**config.mk**
```make
export PLATFORM = sky130hd
export DESIGN_NAME = cfd_acq_sequencer
export DESIGN_NICKNAME = d
export VERILOG_FILES = /design/src/rtl/cfd_acq_sequencer.sv
export SDC_FILE = /design/constraint.sdc
export NUM_CORES = 1
export LEC_CHECK = 0
export CAP_MARGIN = 10
export CORE_MARGIN = 3
export CORE_UTILIZATION = 45
export CTS_BUF_LIST = sky130_fd_sc_hd__clkbuf_16
export DETAILED_ROUTE_END_ITERATION = 10
export PLACE_DENSITY = 0.64
export SETUP_SLACK_MARGIN = 0.2
export SYNTH_ARGS = -nofsm -noshare
export SYNTH_HDL_FRONTEND = slang
export SYNTH_SLANG_ARGS = --single-unit
```
**constraint.sdc**
```tcl
create_clock -name clk -period 2.4 [get_ports clk]
set_input_delay 0.36 -clock clk [delete_from_list [all_inputs] [get_ports clk]]
set_output_delay 0.36 -clock clk [all_outputs]
set_load 0.03 [all_outputs]
```
**src/rtl/cfd_acq_sequencer.sv**
```systemverilog
// HINP4 CFD/TVC acquisition sequencer: force_rst, settle, CFD window, common_stop
// with veto_rst, serial readout on acq_clk, then re-arm. One shared 16-bit
// down-counter times every phase; a channel counter tracks readout pulses.
//
//   state        | meaning
//   -------------+-----------------------------------------------
//   IDLE         | waiting for start
//   FRST         | force_rst high, T_FRST cycles
//   SETTLE       | all outputs low, T_SETTLE cycles
//   ARMED        | global_cfd_en high for the latched TVC window
//   STOP         | common_stop high, veto_rst rises after T_VETO_DLY
//   READ_HI      | acq_clk high phase of the current channel
//   READ_LO      | acq_clk low phase; strobe on its first cycle
//   REARM_FRST   | force_rst high again after readout
//   REARM_SETTLE | settle before re-arming or returning to IDLE
module cfd_acq_sequencer #(
   parameter int unsigned T_FRST     = 10,
   parameter int unsigned T_SETTLE   = 10,
   parameter int unsigned WIN_4U     = 114,
   parameter int unsigned WIN_1U     = 111,
   parameter int unsigned T_VETO_DLY = 2,
   parameter int unsigned T_STOP     = 50,
   parameter int unsigned T_ACQ_HALF = 8,
   parameter int unsigned N_CHAN     = 16
) (
   input  logic       clk,
   input  logic       dig_rst,
   input  logic       start,
   input  logic       abort,
   input  logic       tvc_mode,
   input  logic       continuous,
   input  logic       skip_empty,
   input  logic       trig,
   output logic       force_rst,
   output logic       global_cfd_en,
   output logic       common_stop,
   output logic       veto_rst,
   output logic       acq_clk,
   output logic       busy,
   output logic       hit_seen,
   output logic       chan_strobe,
   output logic [3:0] chan_idx,
   output logic       done
);

   localparam int unsigned CW = (N_CHAN > 1) ? $clog2(N_CHAN) : 1;

   // Counter load values are phase length minus one: a phase ends when cnt hits 0.
   localparam logic [15:0] L_FRST    = 16'(T_FRST - 1);
   localparam logic [15:0] L_SETTLE  = 16'(T_SETTLE - 1);
   localparam logic [15:0] L_WIN4    = 16'(WIN_4U - 1);
   localparam logic [15:0] L_WIN1    = 16'(WIN_1U - 1);
   localparam logic [15:0] L_STOP    = 16'(T_STOP - 1);
   localparam logic [15:0] L_ACQ     = 16'(T_ACQ_HALF - 1);
   localparam logic [15:0] VETO_AT   = 16'(T_STOP - T_VETO_DLY);
   localparam logic [CW-1:0] CHAN_LAST = CW'(N_CHAN - 1);

   typedef enum logic [3:0] {
      IDLE, FRST, SETTLE, ARMED, STOP, READ_HI, READ_LO, REARM_FRST, REARM_SETTLE
   } state_t;

   state_t        state, state_n;
   logic [15:0]   cnt, cnt_n;
   logic [CW-1:0] chan, chan_n;
   logic          mode_q, mode_n;
   logic          hit_n, veto_n, strobe_n, done_n;
   logic [3:0]    idx_n;
   logic [15:0]   win_load;
   logic          last;

   assign win_load = mode_q ? L_WIN4 : L_WIN1;
   assign last     = (cnt == 16'd0);

   // Next-state, counter and output computation; outputs are registered from these.
   always_comb begin
      state_n  = state;
      cnt_n    = last ? 16'd0 : cnt - 16'd1;
      chan_n   = chan;
      mode_n   = mode_q;
      hit_n    = hit_seen;
      veto_n   = veto_rst;
      strobe_n = 1'b0;
      idx_n    = chan_idx;
      done_n   = 1'b0;

      if (abort && state != IDLE) begin
         state_n = IDLE;
         cnt_n   = 16'd0;
         chan_n  = '0;
         hit_n   = 1'b0;
         veto_n  = 1'b0;
         idx_n   = 4'd0;
         done_n  = 1'b1;
      end else begin
         case (state)
            IDLE: begin
               if (start && !abort) begin
                  state_n = FRST;
                  cnt_n   = L_FRST;
                  mode_n  = tvc_mode;
                  chan_n  = '0;
               end
            end
            FRST: begin
               if (last) begin
                  state_n = SETTLE;
                  cnt_n   = L_SETTLE;
               end
            end
            SETTLE: begin
               if (last) begin
                  state_n = ARMED;
                  cnt_n   = win_load;
                  hit_n   = 1'b0;
               end
            end
            ARMED: begin
               if (trig) hit_n = 1'b1;
               if (last) begin
                  // A hit on the final window cycle still counts as non-empty.
                  if (skip_empty && !(hit_seen || trig)) begin
                     state_n = REARM_FRST;
                     cnt_n   = L_FRST;
                     mode_n  = tvc_mode;
                  end else begin
                     state_n = STOP;
                     cnt_n   = L_STOP;
                     veto_n  = (T_VETO_DLY == 0);
                  end
               end
            end
            STOP: begin
               if (cnt == VETO_AT) veto_n = 1'b1;
               if (last) begin
                  state_n = READ_HI;
                  cnt_n   = L_ACQ;
                  chan_n  = '0;
               end
            end
            READ_HI: begin
               if (last) begin
                  state_n  = READ_LO;
                  cnt_n    = L_ACQ;
                  strobe_n = 1'b1;
                  idx_n    = 4'(chan);
               end
            end
            READ_LO: begin
               if (last) begin
                  if (chan == CHAN_LAST) begin
                     state_n = REARM_FRST;
                     cnt_n   = L_FRST;
                     veto_n  = 1'b0;
                     mode_n  = tvc_mode;
                     chan_n  = '0;
                  end else begin
                     state_n = READ_HI;
                     cnt_n   = L_ACQ;
                     chan_n  = chan + 1'b1;
                  end
               end
            end
            REARM_FRST: begin
               if (last) begin
                  state_n = REARM_SETTLE;
                  cnt_n   = L_SETTLE;
               end
            end
            REARM_SETTLE: begin
               if (last) begin
                  if (continuous) begin
                     state_n = ARMED;
                     cnt_n   = win_load;
                     hit_n   = 1'b0;
                  end else begin
                     state_n = IDLE;
                     done_n  = 1'b1;
                  end
               end
            end
            default: begin
               state_n = IDLE;
               cnt_n   = 16'd0;
            end
         endcase
      end
   end

   // State, counters and registered outputs; synchronous reset clears everything.
   always_ff @(posedge clk) begin
      if (dig_rst) begin
         state         <= IDLE;
         cnt           <= 16'd0;
         chan          <= '0;
         mode_q        <= 1'b0;
         force_rst     <= 1'b0;
         global_cfd_en <= 1'b0;
         common_stop   <= 1'b0;
         veto_rst      <= 1'b0;
         acq_clk       <= 1'b0;
         busy          <= 1'b0;
         hit_seen      <= 1'b0;
         chan_strobe   <= 1'b0;
         chan_idx      <= 4'd0;
         done          <= 1'b0;
      end else begin
         state         <= state_n;
         cnt           <= cnt_n;
         chan          <= chan_n;
         mode_q        <= mode_n;
         force_rst     <= (state_n == FRST) || (state_n == REARM_FRST);
         global_cfd_en <= (state_n == ARMED);
         common_stop   <= (state_n == STOP);
         veto_rst      <= veto_n;
         acq_clk       <= (state_n == READ_HI);
         busy          <= (state_n != IDLE);
         hit_seen      <= hit_n;
         chan_strobe   <= strobe_n;
         chan_idx      <= idx_n;
         done          <= done_n;
      end
   end

endmodule

```
# Yosys cells after proc, flatten, opt, wreduce, memory -nomap -nowiden
# Cells that the tools add are included.
[word_totals] regBits=38 in_bits=8 elab_cells=123 out_inout_bits=13
[classes] n_bitwise=2 n_addsub=2 eq_ne=27 n_reduce_logical=24 mux=54
[op_table] operator="$mux W16" count=9
[op_table] operator="$pmux W16 S7" count=1
[op_table] operator="$mux W4" count=15
[op_table] operator="$pmux W4 S9" count=1
[op_table] operator="$eq A4 B3 Y1 const B" count=7
[op_table] operator="$ne A2 B2 Y1 const B" count=12
[op_table] operator="$mux W1" count=19
[op_table] operator="$eq A16 B6 Y1 const B" count=1
[op_table] operator="$logic_not A16 Y1" count=1
[op_table] operator="$sub A16 B1 Y16 const B" count=1
[op_table] operator="$eq A4 B2 Y1 const B" count=3
[op_table] operator="$pmux W4 S3" count=1
[op_table] operator="$reduce_bool A3 Y1" count=4
[op_table] operator="$pmux W1 S3" count=3
[op_table] operator="$eq A4 B1 Y1 const B" count=2
[op_table] operator="$eq A4 B4 Y1 const B" count=2
[op_table] operator="$reduce_bool A4 Y1" count=2
[op_table] operator="$reduce_and A7 Y1" count=1
[op_table] operator="$mux W2" count=3
[op_table] operator="$mux W6" count=1
[op_table] operator="$reduce_and A6 Y1" count=1
[op_table] operator="$reduce_or A2 Y1" count=3
[op_table] operator="$mux W5" count=1
[op_table] operator="$reduce_and A5 Y1" count=1
[op_table] operator="other kinds (9)" count=14

# Depth between registers and ports, before layout
# Gate-level depths: netlist of run 1.
[depth] ltp_word=9 depth_mapped=10 depth_no_buf=9

# Worst setup path after synthesis of run 1
# No wires, ideal clock.
[synth_timing] kind="register -> register" start="reg cnt[0]" end="reg force_rst" slack_ps=-201 path_buffers=1 setup_ps=70 arrival_time_ps=2531 stages_incl_launch_ff=11 period_less_slack_ps=2601 path_cell_list="dfxtp_1 -> inv_1 -> ha_1 -> or4b_4 -> or4_1 -> buf_6 -> o21ai_4 -> o21a_4 -> o211ai_4 -> or3_1 -> a21oi_1"
[synth_via] elab_chain_cells=6
[synth_rtl] item="start, declared" line="63" source="logic [15:0] cnt, cnt_n;"
[synth_rtl] item="start signal, assigned" line="208" source="cnt <= cnt_n;"
[synth_rtl] item="$logic_not A16 Y1 (*)" line="72" source="assign last = (cnt == 16'd0);"
[synth_rtl] item="$mux W4 (tied with other cells)" line="170" source="if (last) begin"
[synth_rtl] item="$pmux W4 S9 (*)" line="95" source="case (state)"
[synth_rtl] item="$mux W4 (*)" line="86" source="if (abort && state != IDLE) begin"
[synth_rtl] item="$eq A4 B1 Y1 or $eq A4 B3 Y1 (tied branches)" line="211" source="force_rst <= (state_n == FRST) || (state_n == REARM_FRST);"
[synth_rtl] item="$logic_or A1 B1 Y1 (*)" line="211"
[synth_rtl] item="end signal, assigned" line="211"
[synth_rtl] item="end, declared" line="34" source="output logic force_rst,"
# Every way passes the cells marked *; elsewhere a longest branch is shown, timed or not.
# A chain may end at the register's enable or synchronous reset.

# Final worst setup path of run 1
[layout_timing] start="reg cnt[9]" end="reg force_rst"
# Same word-level chain as after synthesis.

==> results list, run 1 <==
* Starting Density: 0.477
* Initial DRT Pass Iterations: 7
- Time the worst path needs with I/O delays and setup: 2.51 ns
- Number of instances in the synthesized netlist: 261
- DPL Wire Length: 4260 um
- After routing the design area is 0.00315 mm^2.
- Setup crit end kind: register
- CTS tree: done
- The worst hold path was traced through 2 stages.
* Gate family responsible for the most delay along the worst path: simple AND/OR/NAND/NOR gates
- The critical path goes through or4_4, or4_4, o21ai_4, o21a_4, o211ai_4, or3_4, a21oi_2.
- H-tree lvl count: 2
- Number of flip-flops and latches in the synthesized netlist: 38
* Setup violations, final: 6
- Fraction of final layout cells sized beyond drive strength 1: 0.333
* Relative slew margins: 0.605
* Total Routed Length: 6210 um
- Number of standard-cell rows in the floorplan: 24
* RSZ-0062 raised after global routing: true
- VDD sags by at most 0.000861 V.
- Max stage delay cell, worst path: sky130_fd_sc_hd__or4_4
* GRT Util Overall: 0.221
- 21 I/O pins were placed.
- Antenna violations before repair: 0
* Worst-case setup margin in the final layout: -0.107 ns
- The finished layout holds 388 standard cells, fillers aside.
- Routability-driven placement finished with a final weighted congestion of 0.958.
- For flop-to-flop paths, the worst setup slack is -0.11 ns.
* Launching element type of the critical path: register
* Die span in x: 74.6 um
- Together, buffers and inverters on the worst path number 0.
* Max-capacitance violation count: 0
* Antenna diode instance count: 0
- Worst clock skew: 0.00242 ns
- Area after detailed placement: 0.00271 mm^2
- Maximum count of clock buffers along a single path: 2
* Total power per unit cell area: 1340 mW/mm^2
* Dpl ws: -0.147 ns
* Cell count of the worst reg-to-reg path: 7
- For hold timing, the worst endpoint is chan[1].
- Area overhead of the layout relative to synthesis: 48.4%
- Min-delay worst type: register to register
- Arrival time worst endpoint: 2.73 ns
- Of the available clock period, the critical path in the final layout requires 1.04.
* Net total in the final layout: 346
- Main flop type after synthesis: sky130_fd_sc_hd__dfxtp_1
- Summed over all failing endpoints, the final setup total negative slack is -0.324 ns.
- Core Util, Final: 0.708
* Violations in the final reports: negative setup slack
* Most frequent CP cell: sky130_fd_sc_hd__or4_4
- The later pin in the worst-skew pair is clocked with a latency of 0.28 ns.
- The core region is 0.00444 mm^2.
- Startpoint of the worst-slack reg-to-reg timing path: cnt[9]
* Wire length of the first global-routing pass: 9520 um
* Start point of the worst hold path: chan[1]
- After detailed routing, the average wire length per cell comes to 16.0 um.
- Synth Warn #: 0
* Die outline area: 0.00557 mm^2
- Largest driver fanout on the critical path: 6
- In this run the remaining antenna-violating nets after routing total 0.
* Master cell of the clock root buffer: sky130_fd_sc_hd__clkbuf_16
* Overflow left after global routing: 0
- For this run, the register share of the synthesized area comes to 0.359.
* Number of clock sinks: 38
- WS Path Type: register to register
* Layout filler cell count: 337
- Slowest Stage Delay on Critical Path: 0.63 ns
- Counting the buffers created by CTS gives 5.
* Worst-path clk slew: 0.06 ns
* Slew Limit Fails: 0
- The floorplan step set the die height to 74.6 um.
- Detailed-route DRC error count: 0
- WP data required: 2.62 ns
- The number of global-route vias before repair is 2030.
- Post-synth EDFFs: 0
- Cell total after placement: 371
- RR Endpoint: force_rst
* Top achievable clock speed: 399 MHz
- Via count: 2262
- Drt first-iter violations: 137
* Number of endpoints with negative hold slack in the final report: 0
- Status: finished with violations
- Average instance area after synthesis: 8.12 um^2
- The number of nets handed over by synthesis was 272.
- Slew at the pin closest to its max-slew limit: 0.588 ns
* Seq. cell area: 763 um^2
- Buffers added on ports: 20
* Mapped cell area: 0.00212 mm^2
* Share of flip-flops with an asynchronous set or reset after synthesis: 0
- Synth cell types: 49
- Summing all multi-input logic gate instances after layout gives 0.00148 mm^2.
* P_leak: 1.25 nW
- After detailed routing, the number of vias per cell comes to 5.83.
- Largest net degree at the start of global routing: 16
[synthesized netlist by cell type (2+ instances only)]
library cell	instances	area share
sky130_fd_sc_hd__buf_1	2	0.0035
sky130_fd_sc_hd__and3_1	3	0.0089
sky130_fd_sc_hd__nand2_1	18	0.032
sky130_fd_sc_hd__nor3_1	13	0.031
sky130_fd_sc_hd__nor4_1	7	0.021
sky130_fd_sc_hd__inv_1	4	0.0071
sky130_fd_sc_hd__a21oi_1	22	0.052
sky130_fd_sc_hd__nor2_1	45	0.080
sky130_fd_sc_hd__a31oi_1	2	0.0059
sky130_fd_sc_hd__a21o_1	2	0.0071
sky130_fd_sc_hd__clkbuf_1	7	0.012
sky130_fd_sc_hd__dfxtp_1	38	0.36
sky130_fd_sc_hd__ha_1	3	0.018
sky130_fd_sc_hd__nand3_1	12	0.028
sky130_fd_sc_hd__or4_1	3	0.011
sky130_fd_sc_hd__nor2b_1	5	0.015
sky130_fd_sc_hd__nand2b_1	7	0.021
sky130_fd_sc_hd__o21ai_0	10	0.024
sky130_fd_sc_hd__a211o_1	2	0.0083
sky130_fd_sc_hd__or2_2	3	0.0089
sky130_fd_sc_hd__mux2i_1	7	0.033
sky130_fd_sc_hd__or3_1	5	0.015
sky130_fd_sc_hd__xnor2_1	11	0.045
sky130_fd_sc_hd__nor4b_1	2	0.0083
sky130_fd_sc_hd__nor3b_1	2	0.0071
sky130_fd_sc_hd__xor2_1	3	0.012
[cells by family (layout without fill, tap and decap cells)]
logic type,Yosys count,count (layout),share of synthesized area
buffers and inverters,14,88,0.0283
multiplexers,8,8,0.0384
AO/OA/AOI/OAI,49,49,0.154
XOR/XNOR,14,14,0.0579
adder cells (fa/ha/maj),4,4,0.0224
flip-flops,38,38,0.359
AND/OR/NAND/NOR,134,135,0.340
[routing by layer]
layer,up-vias,share of wire,track usage
met1,1037,0.44,0.316
met4,0,0.031,0.0870
met3,20,0.077,0.0507
met2,121,0.45,0.323
met5,-,0,0
li1,1084,-,-
[state kept, by name, summed over array words and instances (netlist names)]
name and flops:
mode_q 1, chan_strobe 1, chan_idx 4, cnt 16
hit_seen 1, force_rst 1, state 4, done 1
busy 1, global_cfd_en 1, chan 4, acq_clk 1
common_stop 1, veto_rst 1
[worst reg2reg max path: stages (launching register included)]
cell and delay (ns):
sky130_fd_sc_hd__dfxtp_1 0.31, sky130_fd_sc_hd__or4_4 0.58, sky130_fd_sc_hd__or4_4 0.63, sky130_fd_sc_hd__o21ai_4 0.19
sky130_fd_sc_hd__o21a_4 0.18, sky130_fd_sc_hd__o211ai_4 0.07, sky130_fd_sc_hd__or3_4 0.37, sky130_fd_sc_hd__a21oi_2 0.11
[worst max path at each step]
stage / startpoint / to / cells after the start
after floorplan: cnt[0] / chan[2] / 9
after global placement: cnt[0] / chan[2] / 9
after detailed placement: cnt[1] / chan[2] / 9
after CTS: cnt[0] / force_rst / 9
after global routing: cnt[9] / force_rst / 7
final: cnt[9] / force_rst / 7
[power by group]
group	switching [mW]	total, mW	leakage [nW]	internal, mW
combinational	1.32	2.60	0.861	1.28
clock	0.267	0.756	0.0760	0.490
sequential	0.0841	0.860	0.309	0.776
total	1.67	4.21	1.25	2.54
[cells in the final DEF, fill, tap and decap left out, types with 4 or more instances in the layout]
master / netlist / layout
sky130_fd_sc_hd__mux2i_1: 7 / 7
sky130_fd_sc_hd__nor4_1: 7 / 4
sky130_fd_sc_hd__clkdlybuf4s50_1: 0 / 20
sky130_fd_sc_hd__dfxtp_1: 38 / 36
sky130_fd_sc_hd__nand3_1: 12 / 10
sky130_fd_sc_hd__buf_6: 1 / 9
sky130_fd_sc_hd__nor2_1: 45 / 40
sky130_fd_sc_hd__nor3_1: 13 / 10
sky130_fd_sc_hd__o21ai_1: 0 / 4
sky130_fd_sc_hd__a21oi_2: 0 / 6
sky130_fd_sc_hd__or3_1: 5 / 4
sky130_fd_sc_hd__o21ai_0: 10 / 5
sky130_fd_sc_hd__nand2_1: 18 / 17
sky130_fd_sc_hd__buf_4: 0 / 47
sky130_fd_sc_hd__nor2b_1: 5 / 5
sky130_fd_sc_hd__nand2b_1: 7 / 7
sky130_fd_sc_hd__xnor2_1: 11 / 10
sky130_fd_sc_hd__clkbuf_16: 0 / 5
sky130_fd_sc_hd__a21oi_1: 22 / 16
[through the flow]
stage | total power [mW] | hold slack (ns)
5_1_grt | 4.45 | 0.530
3_5_place_dp | 2.84 | 0.487
2_1_floorplan | 2.09 | 0.432
4_1_cts | 3.86 | 0.498
6_report | 4.21 | 0.496
3_3_place_gp | 2.81 | 0.477
[timing repair]
item | CTS | global route
cloned | 0 | 1
pin swaps | 10 | 12
gates resized for setup | 23 | 29
setup buffers | 4 | 4
hold buffers | 0 | 0
setup endpoints to repair | 29 | 36
[cell type report]
class / instances / share of cell area
multi-input cells: 210 / 0.470
flip-flops and latches: 38 / 0.243
repair buffers: 76 / 0.208
clock buffers: 5 / 0.0398
well taps: 52 / 0.0207
clock inverters: 3 / 0.0143
inverters: 4 / 0.00477
Note: power is estimated with default switching activity, not from simulation.
==> run 2, diff against run 1 <==
Settings changed: PLACE_DENSITY 0.64 to 0.61.
Clock period 2.4 ns to 2.5 ns, I/O delays scaled along.
==> run 2 against run 1 <==
The flow still finishes with violations (negative setup slack). Largest power group unchanged. Largest cell class unchanged. Worst setup slack better by 0.085 ns. Fmax is 0.60% lower. Count of clock-buffer cells in the layout stayed put. Register-to-register slack better by 0.08 ns. Utilization is 2.0 points lower. Combinational power is 8.8% lower.
==> results list, run 2 (synthesis gave the netlist of run 1 again) <==
- Worst-path clk slew: 0.06 ns (about the same)
- The fraction of power spent switching nets is 0.386 (was 0.397).
- Area after detailed placement: 0.00262 mm^2 (was 0.00271 mm^2)
- The switching power total was 1.56 mW (was 1.67 mW).
* Power share of the combinational group: 0.587 (was 0.616)
* Largest net degree at the start of global routing: 15 (was 16)
* RSZ-0062 raised after global routing: true (unchanged)
- The die span in x came to 74.6 um (unchanged).
- Wire length of the first global-routing pass: 9490 um (was 9520 um)
* Worst-case setup margin in the final layout: -0.0224 ns (was -0.107 ns)
- The number of antenna-violating nets in the routed design came to 0 (unchanged).
- The total power of the final layout is 4.04 mW (was 4.21 mW).
* Final clock period utilization by the worst path: 1.01 (was 1.04)
- The worst setup path category was register to register (unchanged).
* Overflow left after global routing: 0 (unchanged)
* Ports: 21 (unchanged)
* Arrival time worst endpoint: 2.74 ns (was 2.73 ns)
- The total count of max-transition violations in the final report was 0 (unchanged).
* Number of global-route vias before repair: 1960 (was 2030)
* Largest driver fanout on the critical path: 4 (was 6)
- The transition at the pin with the smallest max-transition slack was 0.638 ns (was 0.588 ns).
* Worst clock skew: 0.00401 ns (was 0.00242 ns)
- Largest register FFs: 16 (unchanged)
- Post-route standard cell area excluding fillers: 0.00306 mm^2 (was 0.00315 mm^2)
- Number of buffers created by CTS: 5 (unchanged)
* Number of standard-cell rows in the floorplan: 24 (unchanged)
- CTS Hold Bufs: 0 (unchanged)
- Drt first-iter violations: 166 (was 137)
- Buffers added on ports: 20 (unchanged)
- The class of the tightest hold or removal check was register to register (unchanged).
* Cell total after placement: 359 (was 371)
- Clock network fraction of design power: 0.201 (was 0.179)
- The element type at the critical path start was a register (unchanged).
- Antenna violations before repair: 0 (unchanged)
* P_leak: 1.20 nW (was 1.25 nW)
- CTS tree: done (unchanged)
* Initial DRT Pass Iterations: 4 (was 7)
- The effective utilization at floorplan came to 0.477 (unchanged).
* Antenna diode instance count: 0 (unchanged)
- The headroom to the max-slew limit is 0.572 (was 0.605).
- The cell at the root of the clock tree is sky130_fd_sc_hd__clkbuf_16 (unchanged).
* Vias/cell: 5.83 (about the same)
- The hold violation count in the final report was 0 (unchanged).
- The worst-skew pair later-pin latency was 0.28 ns (about the same).
- The overall routed net length came to 6250 um (was 6210 um).
- GRT Util Overall: 0.222 (was 0.221)
- The number of max-cap violations is 0 (unchanged).
* Mean routed wirelength per cell: 16.5 um (was 16.0 um)
- The nature of the critical path endpoint is a register (unchanged).
- The share of total power in sequential cells is 0.212 (was 0.204).
* Largest vdd supply drop: 0.000840 V (was 0.000861 V)
* Time the worst path needs with I/O delays and setup: 2.52 ns (was 2.51 ns)
- The number of levels the H-tree was split into is 2 (unchanged).
- The power density of the placed cells was 1320 mW/mm^2 (was 1340 mW/mm^2).
* Core area: 0.00444 mm^2 (unchanged)
* Core Util, Final: 0.688 (was 0.708)
- Highest-count cells in the layout ignoring fill and taps: sky130_fd_sc_hd__nor2_1, sky130_fd_sc_hd__buf_4, sky130_fd_sc_hd__dfxtp_1 (was sky130_fd_sc_hd__buf_4, sky130_fd_sc_hd__nor2_1, sky130_fd_sc_hd__dfxtp_1)
- Number of clock sinks: 38 (unchanged)
- The post-route non-filler standard cell count is 378 (was 388).
- WP data required: 2.72 ns (was 2.62 ns)
- Area overhead of the layout relative to synthesis: 44.2% (was 48.4%)
- The net count of the finished layout came to 336 (was 346).
- The total number of vias came to 2202 (was 2262).
* Detailed-route DRC error count: 0 (unchanged)
- Maximum count of clock buffers along a single path: 2 (unchanged)
* Die outline area: 0.00557 mm^2 (unchanged)
* Placer's final routability congestion estimate: 0.919 (was 0.958)
- The register ranked first by flip-flop count is cnt (unchanged).
- DPL Wire Length: 4140 um (was 4260 um)
- Fraction of final layout cells sized beyond drive strength 1: 0.304 (was 0.333)
- Total internal power: 2.48 mW (was 2.54 mW)
- Vertical extent of the die: 74.6 um (unchanged)
- Setup violations, final: 2 (was 6)
- Status: finished with violations (unchanged).
* Top achievable clock speed: 396 MHz (was 399 MHz)
- Violations in the final reports: negative setup slack (unchanged).
==> run 2: cell count changes in the layout (fill, tap and decap cells not counted), sizes merged <==
cell	change
buf	-10
clkinvlp	-2
clkinv	+1
bufinv	+1
==> run 2: per-layer routing <==
layer	wire length [um]	up-vias	track usage
met5	0	-	0
met4	156	0	0.0830
met3	390	16	0.0347
met2	2800	87	0.320
met1	2900	1033	0.333
li1	-	1066	-
==> run 2: through the flow <==
step | hold WS [ns] | setup slack [ns] | setup TNS, ns
finish | 0.496 | -0.0224 | -0.0334
detailed placement | 0.488 | -0.0462 | -0.0982
global route | 0.536 | -0.113 | -0.437
CTS | 0.502 | -0.0236 | -0.0400
global placement | 0.476 | -0.00196 | -0.00196
floorplan | 0.447 | -0.0555 | -0.108
==> run 2: final timing paths <==
| kind | slack [ns] | end | from | depth (start not counted) |
|---|---|---|---|---|
| worst max-delay path | -0.02 | force_rst | cnt[8] | 9 |
| worst min register to register | 0.50 | chan_idx[0] | chan_idx[0] | 2 |
| worst max register to register | -0.02 | force_rst | cnt[8] | 9 |
| worst min-delay path | 0.50 | chan_idx[0] | chan_idx[0] | 2 |
==> run 2: power groups by stage <==
stage                     Combinational (mW)  Sequential (mW)  Clock (mW)
after global placement                  1.76            0.855           0
final                                   2.37            0.859       0.811
after detailed placement                1.75            0.859           0
after CTS                               1.88            0.851       0.820
after floorplan                         1.14            0.869           0
after global routing                    2.54            0.872       0.852
==> run 2: layout make-up <==
cell class / count / area (um^2)
Inverter: 4 / 15.0
Fill cell: 345 / 1390
Timing Repair Buffer: 66 / 561
Multi-Input combinational cell: 210 / 1460
Sequential cell: 38 / 763
Tap cell: 52 / 65.1
Clock buffer: 5 / 125
Clock inverter: 3 / 63.8
==> run 2: worst max-delay path: stages, from the launching register on <==
cell                       delay, ns
sky130_fd_sc_hd__dfxtp_2        0.32
sky130_fd_sc_hd__or4_4          0.58
sky130_fd_sc_hd__buf_4          0.17
sky130_fd_sc_hd__nor4_2         0.27
sky130_fd_sc_hd__buf_4          0.17
sky130_fd_sc_hd__nor3_1         0.07
sky130_fd_sc_hd__nor3b_4        0.24
sky130_fd_sc_hd__o211ai_4       0.11
sky130_fd_sc_hd__or3_1          0.38
sky130_fd_sc_hd__a21oi_1        0.14
==> run 2: timing repair <==
| item | 4_1_cts | 5_1_grt |
|---|---|---|
| resized for setup | 15 | 27 |
| pin swaps | 11 | 12 |
| setup buffers | 4 | 6 |
| setup endpoints to repair | 15 | 35 |
| gates cloned | 0 | 1 |
==> run 3, diff against run 2 <==
Settings changed: CORE_ASPECT_RATIO set to 1.25.
==> run 3 against run 2 <==
The flow still finishes with violations (negative setup slack). Fmax down 3.0%. Non-clock buffer count rose by 1. Critical path depth unchanged. Clock power is 27% lower. Critical endpoint unchanged. Flip-flop and latch count unchanged. Power down 11%. Final cell count is 1.3% higher.
==> results list, run 3 (synthesis gave the netlist of run 1 again) <==
- The number of instances in the placed design came to 366 (was 359).
- The critical path's largest stage delay was 0.62 ns (was 0.58 ns).
- The global-route wire length before repair is 9750 um (was 9490 um).
- Insertion delay to the later sink of the worst-skew pair: 0.28 ns (about the same)
* Status: finished with violations (unchanged)
* Register bank with the most flops: cnt (unchanged)
* Number of standard-cell rows in the floorplan: 27 (was 24)
* Die outline area: 0.00557 mm^2 (about the same)
- Leaving out fill and tap cells, the most frequent cell in the layout is sky130_fd_sc_hd__buf_4.
- The die extent in y is 82.7 um (was 74.6 um).
- Setup crit end kind: register (unchanged)
- Crit-path cells: inv_2, ha_4, or4b_4, or4_4, o21ai_4, o21a_4, o211ai_4, or3_1, a21oi_2 (was or4_4, buf_4, nor4_2, buf_4, nor3_1, nor3b_4, o211ai_4, or3_1, a21oi_1).
- P_leak: 1.18 nW (was 1.20 nW)
- The overall routed net length came to 6220 um (was 6250 um).
- Setup violations, final: 12 (was 2)
- Final clock period utilization by the worst path: 1.04 (was 1.01)
- The detail-routed net length per standard cell came to 16.2 um (was 16.5 um).
* Buffers added on ports: 20 (unchanged)
- The total power of the final layout is 3.59 mW (was 4.04 mW).
- The TritonCTS clock tree is done (unchanged).
- Arrival time worst endpoint: 2.82 ns (was 2.74 ns)
- The headroom to the max-slew limit was 0.605 (was 0.572).
- Antenna violation net count after detailed routing: 0 (unchanged)
- The largest driver fanout on the critical path came to 5 (was 4).
- Core area: 0.00446 mm^2 (was 0.00444 mm^2)
- Vias/cell: 5.69 (was 5.83)
* DPL Wire Length: 4270 um (was 4140 um)
- The die span in x was 67.4 um (was 74.6 um).
- The number of global-route vias before repair came to 2069 (was 1960).
* Max-capacitance violation count: 0 (unchanged)
* Launching element type of the critical path: register (unchanged)
* Master cell of the clock root buffer: sky130_fd_sc_hd__clkbuf_16 (unchanged)
- The transition at the pin with the smallest max-transition slack was 0.592 ns (was 0.638 ns).
- Violations in the final reports: negative setup slack (unchanged).
- The hold violation count in the final report came to 0 (unchanged).
* Worst-path clk slew: 0.06 ns (about the same)
- The total CTS buffers was 5 (unchanged).
- CTS Hold Bufs: 0 (unchanged)
- RSZ-0062 raised after global routing: true (unchanged).
- Maximum count of clock buffers along a single path: 2 (unchanged)
- The proportion of layout cells with a drive suffix above 1 is 0.311 (was 0.304).
- Min-delay worst type: register to register (unchanged)
- The total count of max-transition violations in the final report came to 0 (unchanged).
* Antenna violations before repair: 0 (unchanged)
- Highest-count cells in the layout ignoring fill and taps: sky130_fd_sc_hd__buf_4, sky130_fd_sc_hd__nor2_1, sky130_fd_sc_hd__dfxtp_1 (was sky130_fd_sc_hd__nor2_1, sky130_fd_sc_hd__buf_4, sky130_fd_sc_hd__dfxtp_1).
- Ports: 21 (unchanged)
- Worst-case setup margin in the final layout: -0.101 ns (was -0.0224 ns)
- Starting Density: 0.475 (was 0.477)
* H-tree lvl count: 2 (unchanged)
- Initial DRT Pass Iterations: 4 (unchanged)
* Placer's final routability congestion estimate: 0.928 (was 0.919)
- Overflow left after global routing: 0 (unchanged)
- Max stage delay cell, worst path: sky130_fd_sc_hd__or4_4 (unchanged)
- Largest vdd supply drop: 0.000901 V (was 0.000840 V)
- The net count of the finished layout was 336 (unchanged).
- The pre-CTS worst setup slack is -0.0877 ns (was -0.0462 ns).
- The power density of the placed cells was 1180 mW/mm^2 (was 1320 mW/mm^2).
* Number of clock sinks: 38 (unchanged)
* Via count: 2180 (was 2202)
* Area overhead of the layout relative to synthesis: 42.9% (was 44.2%)
* WS Path Type: register to register (unchanged)
* Worst clock skew: 0.00658 ns (was 0.00401 ns)
- Time the worst path needs with I/O delays and setup: 2.60 ns (was 2.52 ns)
- The residual DRC count was 0 (unchanged).
- WP data required: 2.72 ns (about the same)
- The post-route non-filler standard cell count came to 383 (was 378).
- Largest net degree at the start of global routing: 15 (unchanged)
- Antenna diode instance count: 0 (unchanged)
- Drt first-iter violations: 218 (was 166)
* Largest register FFs: 16 (unchanged)
* GRT Util Overall: 0.235 (was 0.222)
* Top achievable clock speed: 385 MHz (was 396 MHz)
run 3: changes by cell type in the layout (fill, tap and decap cells not counted), sizes merged:
cell    delta
clkinv     -1
bufinv     -2
inv        +2
buf        +1
nand2      -1
run 3: area by class of cell:
class,instances,area [um^2]
well taps,58,72.6
repair buffers,67,564
flip-flops and latches,38,763
clock inverters,2,7.51
fillers,372,1430
inverters,4,15.0
clock buffers,5,125
multi-input cells,209,1480
run 3: metrics by stage:
| step | utilization | hold WS [ns] | TNS [ns] | instance area [um^2] |
|---|---|---|---|---|
| 2_1_floorplan | - | 0.447 | -0.108 | 2130 |
| 3_3_place_gp | 0.590 | 0.473 | -0.0106 | 2630 |
| 3_5_place_dp | 0.590 | 0.487 | -0.314 | 2630 |
| 4_1_cts | 0.646 | 0.495 | -0.321 | 2880 |
| 5_1_grt | 0.679 | 0.531 | -1.72 | 3030 |
| 6_report | 0.679 | 0.490 | -0.614 | 3030 |
run 3: final timing paths:
path              startpoint        end  slack, ns  cells past startpoint
setup / recovery      cnt[0]  force_rst      -0.10                      9
hold / removal       chan[1]    chan[1]       0.49                      2
setup reg to reg      cnt[0]  force_rst      -0.10                      9
hold reg to reg      chan[1]    chan[1]       0.49                      2
run 3: layer usage:
layer  wire length [um]  global-route usage  up-vias
met2               3280               0.438       71
met3                261              0.0419       27
met1               2410               0.258     1022
met5                  0                   0        -
met4                274              0.0974        0
li1                   -                   -     1060
run 3: timing repair:
item,CTS,global route
gates cloned,0,0
endpoints found under the setup margin,27,30
gates resized for setup,17,29
pin swaps,16,8
buffers inserted,7,3
run 3: power breakdown:
| part | leakage (nW) | total, mW | switching, mW | internal [mW] |
|---|---|---|---|---|
| Combinational | 0.803 | 2.15 | 1.11 | 1.04 |
| Sequential | 0.309 | 0.850 | 0.104 | 0.745 |
| Clock | 0.0723 | 0.588 | 0.232 | 0.356 |
run 3: worst max-delay path: cells and delay by family, from the launching register on:
kind	cells	cell delay, ns
adder cells (fa/ha/maj)	1	0.12
AND/OR/NAND/NOR	3	1.49
AO/OA/AOI/OAI	4	0.53
buffers and inverters	1	0.08
flip-flops	1	0.32
